--- src/rtl/sram_like_arbiter_pkg.sv ---
// Shared definitions for the sram-like arbiter: owner encoding, size codes, lock states.
// Build option: SRAM_ARB_RR_EN selects round-robin instead of fixed data priority.
package sram_like_arbiter_pkg;

   localparam logic OWNER_INST = 1'b0;
   localparam logic OWNER_DATA = 1'b1;

   localparam logic [1:0] SIZE_BYTE = 2'd0;
   localparam logic [1:0] SIZE_HALF = 2'd1;
   localparam logic [1:0] SIZE_WORD = 2'd2;

   typedef enum logic {
      UNLOCKED = 1'b0,
      LOCKED   = 1'b1
   } lock_state_t;

endpackage

--- src/rtl/sram_arb_id_fifo.sv ---
// 1-bit in-order owner FIFO; head is read combinationally so responses route with zero latency.
module sram_arb_id_fifo #(
   parameter int DEPTH = 4
) (
   input  logic                     clk,
   input  logic                     rst,
   input  logic                     i_push,
   input  logic                     i_din,
   input  logic                     i_pop,
   output logic                     o_head,
   output logic                     o_full,
   output logic                     o_empty,
   output logic [$clog2(DEPTH):0]   o_count
);

   localparam int PW = $clog2(DEPTH);
   localparam int CW = PW + 1;

   logic          r_mem [DEPTH];
   logic [PW-1:0] r_wr_ptr;
   logic [PW-1:0] r_rd_ptr;
   logic [CW-1:0] r_count;
   logic          w_push;
   logic          w_pop;

   assign o_full  = (r_count == CW'(DEPTH));
   assign o_empty = (r_count == '0);
   assign o_count = r_count;
   assign o_head  = r_mem[r_rd_ptr];
   assign w_push  = i_push & ~o_full;
   assign w_pop   = i_pop & ~o_empty;

   always_ff @(posedge clk) begin
      if (w_push) begin
         r_mem[r_wr_ptr] <= i_din;
      end
   end

   // DEPTH is a power of two, so the pointers wrap naturally.
   always_ff @(posedge clk) begin
      if (rst) begin
         r_wr_ptr <= '0;
         r_rd_ptr <= '0;
         r_count  <= '0;
      end else begin
         if (w_push) r_wr_ptr <= r_wr_ptr + PW'(1);
         if (w_pop)  r_rd_ptr <= r_rd_ptr + PW'(1);
         case ({w_push, w_pop})
            2'b10:   r_count <= r_count + CW'(1);
            2'b01:   r_count <= r_count - CW'(1);
            default: r_count <= r_count;
         endcase
      end
   end

endmodule

--- src/rtl/sram_like_arbiter.sv ---
// Shares one sram-like port between IF (inst_*) and MEM (data_*) requesters, routing responses in order.
// Build option: SRAM_ARB_RR_EN enables round-robin when both request while unlocked.
module sram_like_arbiter
   import sram_like_arbiter_pkg::*;
#(
   parameter int MAX_OUTSTANDING = 4,
   parameter int ADDR_W          = 32
) (
   input  logic              clk,
   input  logic              rst,
   input  logic              inst_req,
   input  logic              inst_wr,
   input  logic [1:0]        inst_size,
   input  logic [ADDR_W-1:0] inst_addr,
   input  logic [3:0]        inst_wstrb,
   input  logic [31:0]       inst_wdata,
   output logic              inst_addr_ok,
   output logic              inst_data_ok,
   output logic [31:0]       inst_rdata,
   input  logic              data_req,
   input  logic              data_wr,
   input  logic [1:0]        data_size,
   input  logic [ADDR_W-1:0] data_addr,
   input  logic [3:0]        data_wstrb,
   input  logic [31:0]       data_wdata,
   output logic              data_addr_ok,
   output logic              data_data_ok,
   output logic [31:0]       data_rdata,
   output logic              mem_req,
   output logic              mem_wr,
   output logic [1:0]        mem_size,
   output logic [ADDR_W-1:0] mem_addr,
   output logic [3:0]        mem_wstrb,
   output logic [31:0]       mem_wdata,
   input  logic              mem_addr_ok,
   input  logic              mem_data_ok,
   input  logic [31:0]       mem_rdata,
   output logic              resp_err
);

   localparam int CW = $clog2(MAX_OUTSTANDING) + 1;

   lock_state_t   r_state;
   logic          r_lock_owner;
   logic          r_resp_err;
`ifdef SRAM_ARB_RR_EN
   logic          r_last_grant;
`endif

   logic          w_grant_valid;
   logic          w_grant_owner;
   logic          w_owner_req;
   logic          w_accept;
   logic          w_resp;
   logic          w_fifo_head;
   logic          w_fifo_full;
   logic          w_fifo_empty;
   logic [CW-1:0] w_fifo_count;

   // Issue is gated on the registered count only, never on this cycle's data_ok.
   always_comb begin
      w_grant_valid = 1'b0;
      w_grant_owner = OWNER_INST;
      if (!rst) begin
         if (r_state == LOCKED) begin
            w_grant_valid = 1'b1;
            w_grant_owner = r_lock_owner;
         end else if (!w_fifo_full) begin
            if (data_req && inst_req) begin
               w_grant_valid = 1'b1;
`ifdef SRAM_ARB_RR_EN
               w_grant_owner = ~r_last_grant;
`else
               w_grant_owner = OWNER_DATA;
`endif
            end else if (data_req) begin
               w_grant_valid = 1'b1;
               w_grant_owner = OWNER_DATA;
            end else if (inst_req) begin
               w_grant_valid = 1'b1;
               w_grant_owner = OWNER_INST;
            end
         end
      end
   end

   assign w_owner_req  = (w_grant_owner == OWNER_DATA) ? data_req : inst_req;
   assign mem_req      = w_grant_valid & w_owner_req;
   assign w_accept     = mem_req & mem_addr_ok;
   assign inst_addr_ok = w_accept & (w_grant_owner == OWNER_INST);
   assign data_addr_ok = w_accept & (w_grant_owner == OWNER_DATA);

   assign mem_wr    = (w_grant_owner == OWNER_DATA) ? data_wr    : inst_wr;
   assign mem_size  = (w_grant_owner == OWNER_DATA) ? data_size  : inst_size;
   assign mem_addr  = (w_grant_owner == OWNER_DATA) ? data_addr  : inst_addr;
   assign mem_wstrb = (w_grant_owner == OWNER_DATA) ? data_wstrb : inst_wstrb;
   assign mem_wdata = (w_grant_owner == OWNER_DATA) ? data_wdata : inst_wdata;

   assign w_resp       = !rst & mem_data_ok & (w_fifo_count != '0);
   assign inst_data_ok = w_resp & (w_fifo_head == OWNER_INST);
   assign data_data_ok = w_resp & (w_fifo_head == OWNER_DATA);
   assign inst_rdata   = mem_rdata;
   assign data_rdata   = mem_rdata;
   assign resp_err     = r_resp_err;

   // A dropped owner req while locked is a protocol violation; just release the lock.
   always_ff @(posedge clk) begin
      if (rst) begin
         r_state      <= UNLOCKED;
         r_lock_owner <= OWNER_INST;
      end else begin
         case (r_state)
            UNLOCKED: begin
               if (mem_req && !mem_addr_ok) begin
                  r_state      <= LOCKED;
                  r_lock_owner <= w_grant_owner;
               end
            end
            LOCKED: begin
               if (!mem_req || mem_addr_ok) begin
                  r_state <= UNLOCKED;
               end
            end
            default: r_state <= UNLOCKED;
         endcase
      end
   end

   always_ff @(posedge clk) begin
      if (rst) begin
         r_resp_err <= 1'b0;
      end else if (mem_data_ok && w_fifo_empty) begin
         r_resp_err <= 1'b1;
      end
   end

`ifdef SRAM_ARB_RR_EN
   always_ff @(posedge clk) begin
      if (rst) begin
         r_last_grant <= OWNER_INST;
      end else if (w_accept) begin
         r_last_grant <= w_grant_owner;
      end
   end
`endif

   sram_arb_id_fifo #(
      .DEPTH (MAX_OUTSTANDING)
   ) u_id_fifo (
      .clk     (clk),
      .rst     (rst),
      .i_push  (w_accept),
      .i_din   (w_grant_owner),
      .i_pop   (w_resp),
      .o_head  (w_fifo_head),
      .o_full  (w_fifo_full),
      .o_empty (w_fifo_empty),
      .o_count (w_fifo_count)
   );

endmodule

--- config.mk ---
export PLATFORM = sky130hd
export DESIGN_NAME = sram_like_arbiter
export DESIGN_NICKNAME = d
export VERILOG_FILES = /design/src/rtl/sram_like_arbiter_pkg.sv /design/src/rtl/sram_arb_id_fifo.sv /design/src/rtl/sram_like_arbiter.sv
export SDC_FILE = /design/constraint.sdc
export NUM_CORES = 1
export LEC_CHECK = 0
export CORE_AREA = 2 2 124 126
export CTS_CLUSTER_DIAMETER = 30
export DETAILED_ROUTE_END_ITERATION = 6
export DIE_AREA = 0 0 126 128
export SYNTH_ARGS = -nofsm -noshare
export SYNTH_HDL_FRONTEND = slang
export SYNTH_SLANG_ARGS = --single-unit
--- constraint.sdc ---
create_clock -name clk -period 3.3 [get_ports clk]
set_clock_uncertainty 0.15 [all_clocks]
set_input_delay 0.66 -clock clk [delete_from_list [all_inputs] [get_ports clk]]
set_output_delay 0.66 -clock clk [all_outputs]
set_load 0.02 [all_outputs]
# Yosys cells after proc, flatten, opt, wreduce, memory -nomap -nowiden
# Memory sizes are Yosys's and may differ from the RTL's. A register that Yosys moved wholly into a read port is not among the register bits.
# Cells that the tools add are included.
# totals
register_bits,10
ramBits,4
in_bits,180
output_inout_bits,141
wordCells,65
mem_count,1
# classes
add_sub_neg,4
eq_ne,3
mux,25
bitwise,15
n_reduce_logical,11
# mem_list
name,words,width,read_ports,rd_clocked_by_memory_dff,wr,line,source
u_id_fifo.r_mem,4,1,1,1,1,sram_arb_id_fifo.sv:19,logic r_mem [DEPTH];
# ops
operator,count
2-to-1 mux 32 bit,2
2-to-1 mux 1 bit,17
AND 1 bit,10
2-to-1 mux 2 bit,3
case mux 3 bit (2 select lines),1
inverter 1 bit,5
"adder 2 x 1 -> 2 bit, second input constant",2
2-to-1 mux 4 bit,1
"adder 3 x 1 -> 3 bit, second input constant",1
"== test 3 bit, second input constant",1
logical AND 1 bit,3
logical NOT 1 bit,3
logical NOT 3 bit,1
nonzero test 3 bit,1
"subtractor 3 x 1 -> 3 bit, second input constant",1
"== test 2 x 1 -> 1 bit, second input constant",1
"== test 2 bit, second input constant",1
case mux 1 bit (2 select lines),1
AND reduction 2 bit,1
nonzero test 2 bit,1
logical OR 1 bit,1

# Depth between registers and ports, before layout
# Gate-level depths: netlist (run 1).
# logic_depth
depth_word,11
mapped_depth,10
depth_no_buf,10

# Cells and area by module
# A second synthesis (run 1) with hierarchy kept.
# unflattened
hier_cells,228
area_unflattened_um2,2244.7
# modules_own_cells
mod,n_inst,cells_each,area_per_inst_um2,seq_area_each_um2
sram_like_arbiter,1,169,1626.6,60.1
sram_arb_id_fifo,1,59,618.1,300.3

# Worst setup path before layout (run 1)
# OpenSTA, ideal clock, no wires.
# synth_path
path_type,input port to flip-flop
start,in rst
end,"reg u_id_fifo.r_count[2], in the netlist u_id_fifo.o_count[2]"
setup_time_ps,71
arrival_ps,2508
path_slack_ps,570
stages,8
path_buffers,1
cell_sequence,clkbuf_1 -> nor3b_1 -> ha_1 -> inv_1 -> fa_1 -> xor2_1 -> or3_1 -> a21oi_1
# synth_lines
item,line,source
"start, declared",sram_like_arbiter.sv:10,"input logic rst,"
logical NOT 1 bit *,sram_like_arbiter.sv:99,assign w_resp = !rst & mem_data_ok & (w_fifo_count != '0);
AND 1 bit * (2 in series),sram_like_arbiter.sv:99,
AND 1 bit *,sram_arb_id_fifo.sv:31,assign w_pop = i_pop & ~o_empty;
named net u_id_fifo.w_pop,sram_arb_id_fifo.sv:24,logic w_pop;
== test 2 x 1 -> 1 bit or == test 2 bit (tied branches),sram_arb_id_fifo.sv:48,"case ({w_push, w_pop})"
case mux 3 bit (2 select lines) or nonzero test 2 bit (tied branches),n/a,
"end signal, assigned",sram_arb_id_fifo.sv:49,2'b10: r_count <= r_count + CW'(1);
"end signal, assigned",sram_arb_id_fifo.sv:50,2'b01: r_count <= r_count - CW'(1);
"end signal, assigned",sram_arb_id_fifo.sv:51,default: r_count <= r_count;
"end, declared",sram_arb_id_fifo.sv:22,logic [CW-1:0] r_count;
# The timed path passes the listed nets; every way through them passes the cells marked *.
# A chain may end at the register's enable or synchronous reset.

# Final worst setup path (run 1)
# layout_path
start,in rst
end,out mem_wdata[24]
# layout_via
elab_chain_len,2
# layout_lines
item,line,source
2-to-1 mux 1 bit,sram_like_arbiter.sv:64,if (!rst) begin
2-to-1 mux 32 bit,sram_like_arbiter.sv:97,assign mem_wdata = (w_grant_owner == OWNER_DATA) ? data_wdata : inst_wdata;
"end, declared",sram_like_arbiter.sv:34,"output logic [31:0] mem_wdata,"
# Every way passes these cells.

==> summary.md, run 1 <==
| Metric | Value |
|---|---|
| Result of the run | `finished clean` |
| Critical hold path startpoint | `u_id_fifo.r_rd_ptr[1]$_SDFFE_PP0P_` |
| Initial DRC count | `39` |
| Initial Util | `0.147` |
| HPWL after detailed placement | `8.68 mm` |
| Most common library cell in the layout ignoring fill and taps | `sky130_fd_sc_hd__clkdlybuf4s50_1` |
| Buffers from clock root to sink, at most | `2` |
| Pre-antenna DRT Iters | `4` |
| Avg Inst Size Synth | `9.60 sq um` |
| TritonCTS clock tree | `done` |
| Number of endpoints with negative hold slack in the final report | `0` |
| H-tree depth | `1` |
| Worst Path Max Fanout | `8` |
| Most frequent cells in the layout | `sky130_fd_sc_hd__clkdlybuf4s50_1 (146), sky130_fd_sc_hd__mux2_2 (65), sky130_fd_sc_hd__clkbuf_2 (27)` |
| Total negative setup slack | `0 ns` |
| Category of the critical setup timing path | `primary input to output port` |
| Die area | `16100 sq um` |
| Multi-input gate area | `1230 sq um` |
| Max Cap Viol | `0` |
| Worst-path clk slew | `0.05 ns` |
| Die X | `126 um` |
| Cells after synthesis | `227` |
| Reg2reg start | `r_lock_owner$_SDFFE_PP0P_` |
| Global-route wire length before repair | `15.2 mm` |
| Origin of the worst setup path | `rst` |
| Final net count | `598` |
| Seq/Total Area, Yosys | `0.165` |
| Pwr dens | `253 nW/um^2` |
| N_diodes | `0` |
| Count of pins over their slew limit | `0` |
| Top-level port count | `321` |
| Cts hold-fix bufs | `0` |
| Floorplan row count | `45` |
| Setup-failing EPs final | `0` |
| Core area | `14900 sq um` |
| Routed WL | `10.4 mm` |
| Static power due to leakage | `1.85 nW` |
| IR Drop Worst-Case VDD | `0.194 mV` |
| Worst Path Required | `2.49 ns` |
| Pre-CTS setup slack | `-0.405 ns` |
| Hold slack | `0.313 ns` |
| Total routing resource utilization after global routing | `0.121` |
| Largest net degree at the start of global routing | `12` |
| Kind of start point of the critical path | `primary input` |
| Endpoint arrival time on the critical path | `2.40 ns` |
| Fraction of layout cells with a size suffix above 1 | `0.367` |
| Insertion delay of the later-clocked pin in the worst-skew pair | `0.24 ns` |
| Number of nets produced by synthesis | `413` |
| Routability congestion estimate from global placement | `0.832` |
| Count of unresolved DRC violations after routing | `0` |
| Area growth, synth to finish | `99.7%` |
| Crit path capture type | `output port` |
| Measured slew at the worst slew-check pin | `0.390 ns` |
| Number of global-route vias before repair | `2539` |
| Fillers | `1570` |
| CTS sink count | `16` |
| Post-layout minimum cycle time | `3.21 ns` |
| Yosys Warn Count | `0` |
| Inserted Clock Buffers | `3` |
| Area used by sequential logic in the layout | `360 sq um` |
| Count of input and output buffers | `224` |
| Global route overflow | `0` |
| Share of the cycle needed by the critical path after routing | `0.973` |
| Worst-case setup margin in the final layout | `0.0888 ns` |
| Routed via count | `2290` |
| Headroom to the max-slew limit | `0.739` |
| Count of nets left with antenna violations after detail routing | `0` |
| Max Clk Rate | `0.311 GHz` |
| Die span in y | `128 um` |
| Number of storage elements in the synthesis netlist | `16` |
| Routed wirelength normalized by instance count | `17.3 um` |
| Yosys cell types | `35` |
| Count of flip-flops with a built-in enable after synthesis | `4` |
| Root Buffer | `sky130_fd_sc_hd__clkbuf_16` |
| Routed vias/inst | `3.82` |
| Fraction of registers with async set/reset | `0` |
| Synthesized cell area | `2180 sq um` |
| Antenna violations before repair | `0` |
| Classification of the worst-slack hold path | `flop to flop` |
| Primary flip-flop cell chosen by synthesis mapping | `sky130_fd_sc_hd__dfxtp_1` |
| Final cell utilization of the core | `0.293` |
-- cells by family after synthesis --
family / share of synthesized area
buffers and inverters: 0.272
XOR/XNOR: 0.0121
multiplexers: 0.386
flip-flops: 0.165
AO/OA/AOI/OAI: 0.0442
adder cells (fa/ha/maj): 0.0379
AND/OR/NAND/NOR: 0.0821
-- metal layers --
layer	vias up	global-route usage	part of all wire
met2	133	0.220	0.50
met5	-	0	0
met1	1058	0.141	0.40
met4	0	0.0187	0.0081
met3	6	0.0401	0.084
li1	1093	-	-
-- stage by stage --
step | std cells | instance area [sq um] | total power [mW]
after detailed placement | 590 | 4330 | 0.906
after global placement | 590 | 4330 | 0.901
after floorplan | 227 | 2180 | 0.616
after CTS | 597 | 4490 | 1.13
after global routing | 599 | 4350 | 1.16
final | 599 | 4350 | 1.10
-- cell type report --
cell class / count / area share
inverter: 10 / 0.00863
clock buffer: 4 / 0.0181
tap: 188 / 0.0541
multi-input combinational: 129 / 0.283
sequential: 16 / 0.0828
timing repair buffer: 252 / 0.554
-- worst max-delay path: stages --
cell	delay, ns
sky130_fd_sc_hd__dlygate4sd2_1	0.23
sky130_fd_sc_hd__inv_1	0.06
sky130_fd_sc_hd__and3_1	0.20
sky130_fd_sc_hd__a31oi_4	0.24
sky130_fd_sc_hd__buf_6	0.15
sky130_fd_sc_hd__buf_16	0.11
sky130_fd_sc_hd__buf_4	0.12
sky130_fd_sc_hd__mux2_2	0.33
sky130_fd_sc_hd__clkdlybuf4s15_1	0.29
-- cell usage after synthesis (2+ instances only) --
master	n	area, sq um
sky130_fd_sc_hd__nand3_1	2	10.0
sky130_fd_sc_hd__buf_6	5	56.3
sky130_fd_sc_hd__a21oi_1	3	15.0
sky130_fd_sc_hd__dfxtp_1	12	240
sky130_fd_sc_hd__o21ai_0	2	10.0
sky130_fd_sc_hd__nand2_1	5	18.8
sky130_fd_sc_hd__and3_1	6	37.5
sky130_fd_sc_hd__xor2_1	2	17.5
sky130_fd_sc_hd__mux2_2	66	743
sky130_fd_sc_hd__edfxtp_1	4	120
sky130_fd_sc_hd__and2_1	3	18.8
sky130_fd_sc_hd__buf_4	66	495
sky130_fd_sc_hd__mux2_1	5	56.3
sky130_fd_sc_hd__nor2_1	11	41.3
sky130_fd_sc_hd__ha_1	5	62.6
sky130_fd_sc_hd__inv_1	10	37.5
sky130_fd_sc_hd__mux2i_1	2	20.0
-- worst paths after layout --
kind,end,slack (ns),cells past startpoint
max reg2reg,u_id_fifo.o_count[2]$_SDFFE_PP0P_,0.71,11
max,mem_wdata[24],0.09,9
min,flop,0.31,1
min reg2reg,flop,0.31,1
-- where the power goes --
group          switching, mW  total (mW)  internal, mW
combinational          0.270       0.640         0.370
sequential            0.0119       0.226         0.214
clock                 0.0696       0.233         0.163
total                  0.352        1.10         0.747
-- repair_timing --
| item | 4_1_cts | 5_1_grt |
|---|---|---|
| buffers inserted | 0 | 2 |
| pin swaps | 1 | 0 |
| gates resized for setup | 130 | 60 |
| cloned | 3 | 0 |
| endpoints found under the setup margin | 74 | 61 |
Note: power is estimated with default switching activity, not from simulation.
==> run 2, diff against run 1 <==
--- a/config.mk
+++ b/config.mk
@@ -9,6 +9,7 @@
 export CTS_CLUSTER_DIAMETER = 30
 export DETAILED_ROUTE_END_ITERATION = 6
 export DIE_AREA = 0 0 126 128
+export SLEW_MARGIN = 30
 export SYNTH_ARGS = -nofsm -noshare
 export SYNTH_HDL_FRONTEND = slang
 export SYNTH_SLANG_ARGS = --single-unit
==> results of run 2 <==
Same layout as run 1: the final DEF is identical, and so are final timing and power.
==> run 3, diff against run 2 <==
--- a/config.mk
+++ b/config.mk
@@ -5,6 +5,7 @@
 export SDC_FILE = /design/constraint.sdc
 export NUM_CORES = 1
 export LEC_CHECK = 0
+export CAP_MARGIN = 20
 export CORE_AREA = 2 2 124 126
 export CTS_CLUSTER_DIAMETER = 30
 export DETAILED_ROUTE_END_ITERATION = 6
@@ -12,4 +13,5 @@
 export SLEW_MARGIN = 30
 export SYNTH_ARGS = -nofsm -noshare
 export SYNTH_HDL_FRONTEND = slang
+export SYNTH_HIERARCHICAL = 1
 export SYNTH_SLANG_ARGS = --single-unit
==> summary.md, run 3 <==
| Metric | Value |
|---|---|
| Result of the run | `finished clean` |
| Flop pwr share | `0.206 (about the same)` |
| Unrepaired setup endpoints after global routing | `no` |
| Number of endpoints with negative hold slack in the final report | `0 (unchanged)` |
| Classification of the worst-slack hold path | `flop to flop` |
| Routed vias/inst | `3.82 (-0.21%)` |
| H-tree depth | `1 (unchanged)` |
| Number of storage elements in the synthesis netlist | `16 (unchanged)` |
| Measured slew at the worst slew-check pin | `0.713 ns (+0.323 ns)` |
| Static power due to leakage | `1.76 nW (-5.1%)` |
| Leading cell types by total area after synthesis | `sky130_fd_sc_hd__mux2_2 (30%), sky130_fd_sc_hd__buf_4 (21%), sky130_fd_sc_hd__dfxtp_1 (11%)` |
| Buffers from clock root to sink, at most | `2 (unchanged)` |
| Portion of synthesized cell area occupied by the leading cell type | `0.301 (-0.0400)` |
| Floorplan row count | `45 (unchanged)` |
| Yosys cell types | `34 (-2.9%)` |
| Fraction of registers with async set/reset | `0 (unchanged)` |
| Count of flip-flops with a built-in enable after synthesis | `4 (unchanged)` |
| Final cell utilization of the core | `0.294 (+0.00118)` |
| Die area | `16100 sq um (unchanged)` |
| Insertion delay of the later-clocked pin in the worst-skew pair | `0.25 ns (about the same)` |
| Number of cells in the design after placement | `589 (-0.17%)` |
| Core area | `14900 sq um (unchanged)` |
| Seq/Total Area, Yosys | `0.161 (-0.00479)` |
| Combinational group share of total power | `0.565 (-0.018)` |
| Most frequent cell after synthesis | `sky130_fd_sc_hd__buf_4` |
| Number of global-route vias before repair | `2477 (-2.4%)` |
| Top cells by instance count after synthesis | `sky130_fd_sc_hd__buf_4 (64), sky130_fd_sc_hd__mux2_2 (60), sky130_fd_sc_hd__dfxtp_1 (12)` |
| Primary flip-flop cell chosen by synthesis mapping | `sky130_fd_sc_hd__dfxtp_1` |
| Worst Path Required | `2.49 ns (about the same)` |
| Number of nets produced by synthesis | `414 (+0.24%)` |
| Antenna violations before repair | `0 (unchanged)` |
| Die X | `126 um (unchanged)` |
| Worst-path clk slew | `0.05 ns (about the same)` |
| Post-layout minimum cycle time | `3.09 ns (-0.124 ns)` |
| Initial DRC count | `38 (-2.6%)` |
| Count of unresolved DRC violations after routing | `0 (unchanged)` |
| Pre-CTS setup slack | `-0.466 ns (-0.0612 ns)` |
| Worst-case setup margin in the final layout | `0.213 ns (+0.124 ns)` |
| Pre-antenna DRT Iters | `4 (unchanged)` |
| HPWL after detailed placement | `7.67 mm (-12%)` |
| Global route overflow | `0 (unchanged)` |
| Final net count | `599 (+0.17%)` |
| Global-route wire length before repair | `13.4 mm (-12%)` |
| Area used by sequential logic in the layout | `360 sq um (unchanged)` |
| Total routing resource utilization after global routing | `0.106 (-0.0153)` |
| Multi-input gate area | `1300 sq um (+5.5%)` |
| Worst Path Max Fanout | `14 (+6)` |
| CTS sink count | `16 (unchanged)` |
| Number of standard cells in the layout, taps in and fillers out | `600 (+0.17%)` |
| Most common library cell in the layout ignoring fill and taps | `sky130_fd_sc_hd__clkdlybuf4s50_1` |
| Power dissipated by switching net loads | `0.319 mW (-9.4%)` |
| Top-level port count | `321 (unchanged)` |
| Routed WL | `9.30 mm (-10%)` |
| Internal cell power | `0.720 mW (-3.7%)` |
| Pwr dens | `238 nW/um^2 (-5.9%)` |
| Area growth, synth to finish | `94.6%` |
| Category of the critical setup timing path | `flop to output port` |
| Headroom to the max-slew limit | `0.522 (-0.216)` |
| IR Drop Worst-Case VDD | `0.170 mV (-12%)` |
| Setup-failing EPs final | `0 (unchanged)` |
| Routability congestion estimate from global placement | `0.756 (-9.2%)` |
| N_diodes | `0 (unchanged)` |
| Initial Util | `0.151 (+0.00438)` |
| Synthesized cell area | `2240 sq um (+3.0%)` |
| Most frequent cells in the layout | `sky130_fd_sc_hd__clkdlybuf4s50_1 (148), sky130_fd_sc_hd__mux2_2 (60), sky130_fd_sc_hd__buf_2 (38)` |
| Max Clk Rate | `0.324 GHz (+4.0%)` |
| Cell taking the most area after synthesis | `sky130_fd_sc_hd__mux2_2` |
| Largest net degree at the start of global routing | `18 (+6)` |
| Yosys Warn Count | `6 (+6)` |
| Count of input and output buffers | `224 (unchanged)` |
| TritonCTS clock tree | `done` |
| Root Buffer | `sky130_fd_sc_hd__clkbuf_16` |
| Routed wirelength normalized by instance count | `15.5 um (-10%)` |
| Kind of start point of the critical path | `flop` |
| Routed via count | `2289 (-0.044%)` |
| Avg Inst Size Synth | `9.84 sq um (+2.5%)` |
| Die span in y | `128 um (unchanged)` |
| Share of the cycle needed by the critical path after routing | `0.936 (-0.0375)` |
| Fraction of layout cells with a size suffix above 1 | `0.447 (+0.0792)` |
| Crit path capture type | `output port` |
| Inserted Clock Buffers | `3 (unchanged)` |
| Endpoint arrival time on the critical path | `2.28 ns (-0.12 ns)` |
| Cells after synthesis | `228 (+0.44%)` |
| Switching power as a share of total power | `0.307 (-0.0130)` |
| Count of pins over their slew limit | `0 (unchanged)` |
| Relative contribution of the clock network to total power | `0.230 (+0.018)` |
| Max Cap Viol | `0 (unchanged)` |
| Count of nets left with antenna violations after detail routing | `0 (unchanged)` |
| Fillers | `1654 (+5.4%)` |
[run 3: critical path: stages (launching register included)]
cell and delay, ns:
sky130_fd_sc_hd__dfxtp_1 0.32, sky130_fd_sc_hd__nor3b_2 0.61, sky130_fd_sc_hd__o41ai_4 0.19, sky130_fd_sc_hd__buf_6 0.18
sky130_fd_sc_hd__buf_16 0.15, sky130_fd_sc_hd__mux2_1 0.30, sky130_fd_sc_hd__clkdlybuf4s15_2 0.26
[run 3: cell families after synthesis]
family | share of synthesized area
xor gates and xnor gates | 0.0117
DFF | 0.161
buffers and inverters | 0.268
AOI/OAI and AO/OA | 0.0546
muxes | 0.383
and+or+nand+nor | 0.0858
adders and majority gates | 0.0368
[run 3: path summary, 6_finish.rpt]
kind	cells after the start	start	to	slack, ns
max	6	u_id_fifo/o_count[0]$_SDFFE_PP0P_	mem_addr[7]	0.21
min	2	resp_err$_SDFFE_PP0P_	resp_err$_SDFFE_PP0P_	0.32
max reg2reg	13	u_id_fifo/o_count[0]$_SDFFE_PP0P_	u_id_fifo/o_count[2]$_SDFFE_PP0P_	0.30
min reg2reg	2	resp_err$_SDFFE_PP0P_	resp_err$_SDFFE_PP0P_	0.32
[run 3: final cells by class]
type / instances / area share
tap: 188 / 0.0538
sequential: 16 / 0.0825
multi-input combinational: 130 / 0.297
inverter: 10 / 0.00859
clock inverter: 1 / 0.000859
clock buffer: 3 / 0.0172
timing repair buffer: 252 / 0.540
[run 3: routing by layer]
layer  GRT usage  wire length, um
met5           0                0
met4     0.00646                0
met3      0.0509             1070
met2       0.184             4580
met1       0.124             3640
[run 3: repair_timing]
action,CTS,global route
buffers inserted,2,2
hold buffers,0,0
pin swaps,1,3
gates resized for setup,250,19
setup endpoints to repair,76,58
cloned,2,1
[run 3: stage by stage]
stage	power [mW]	hold WS (ns)	cell area, sq um	TNS (ns)
2_1_floorplan	0.588	0.303	2240	0
3_3_place_gp	0.832	0.322	4340	-28.45
3_5_place_dp	0.835	0.320	4340	-28.67
4_1_cts	1.05	0.333	4380	-0.0716
5_1_grt	1.09	0.388	4370	0
6_report	1.04	0.323	4370	0
[run 3: power by group through the flow]
stage	Clock, mW	Sequential [mW]	Combinational, mW
finish	0.238	0.214	0.586
global route	0.251	0.215	0.624
CTS	0.244	0.214	0.593
detailed placement	0	0.218	0.617
global placement	0	0.217	0.614
floorplan	0	0.219	0.368
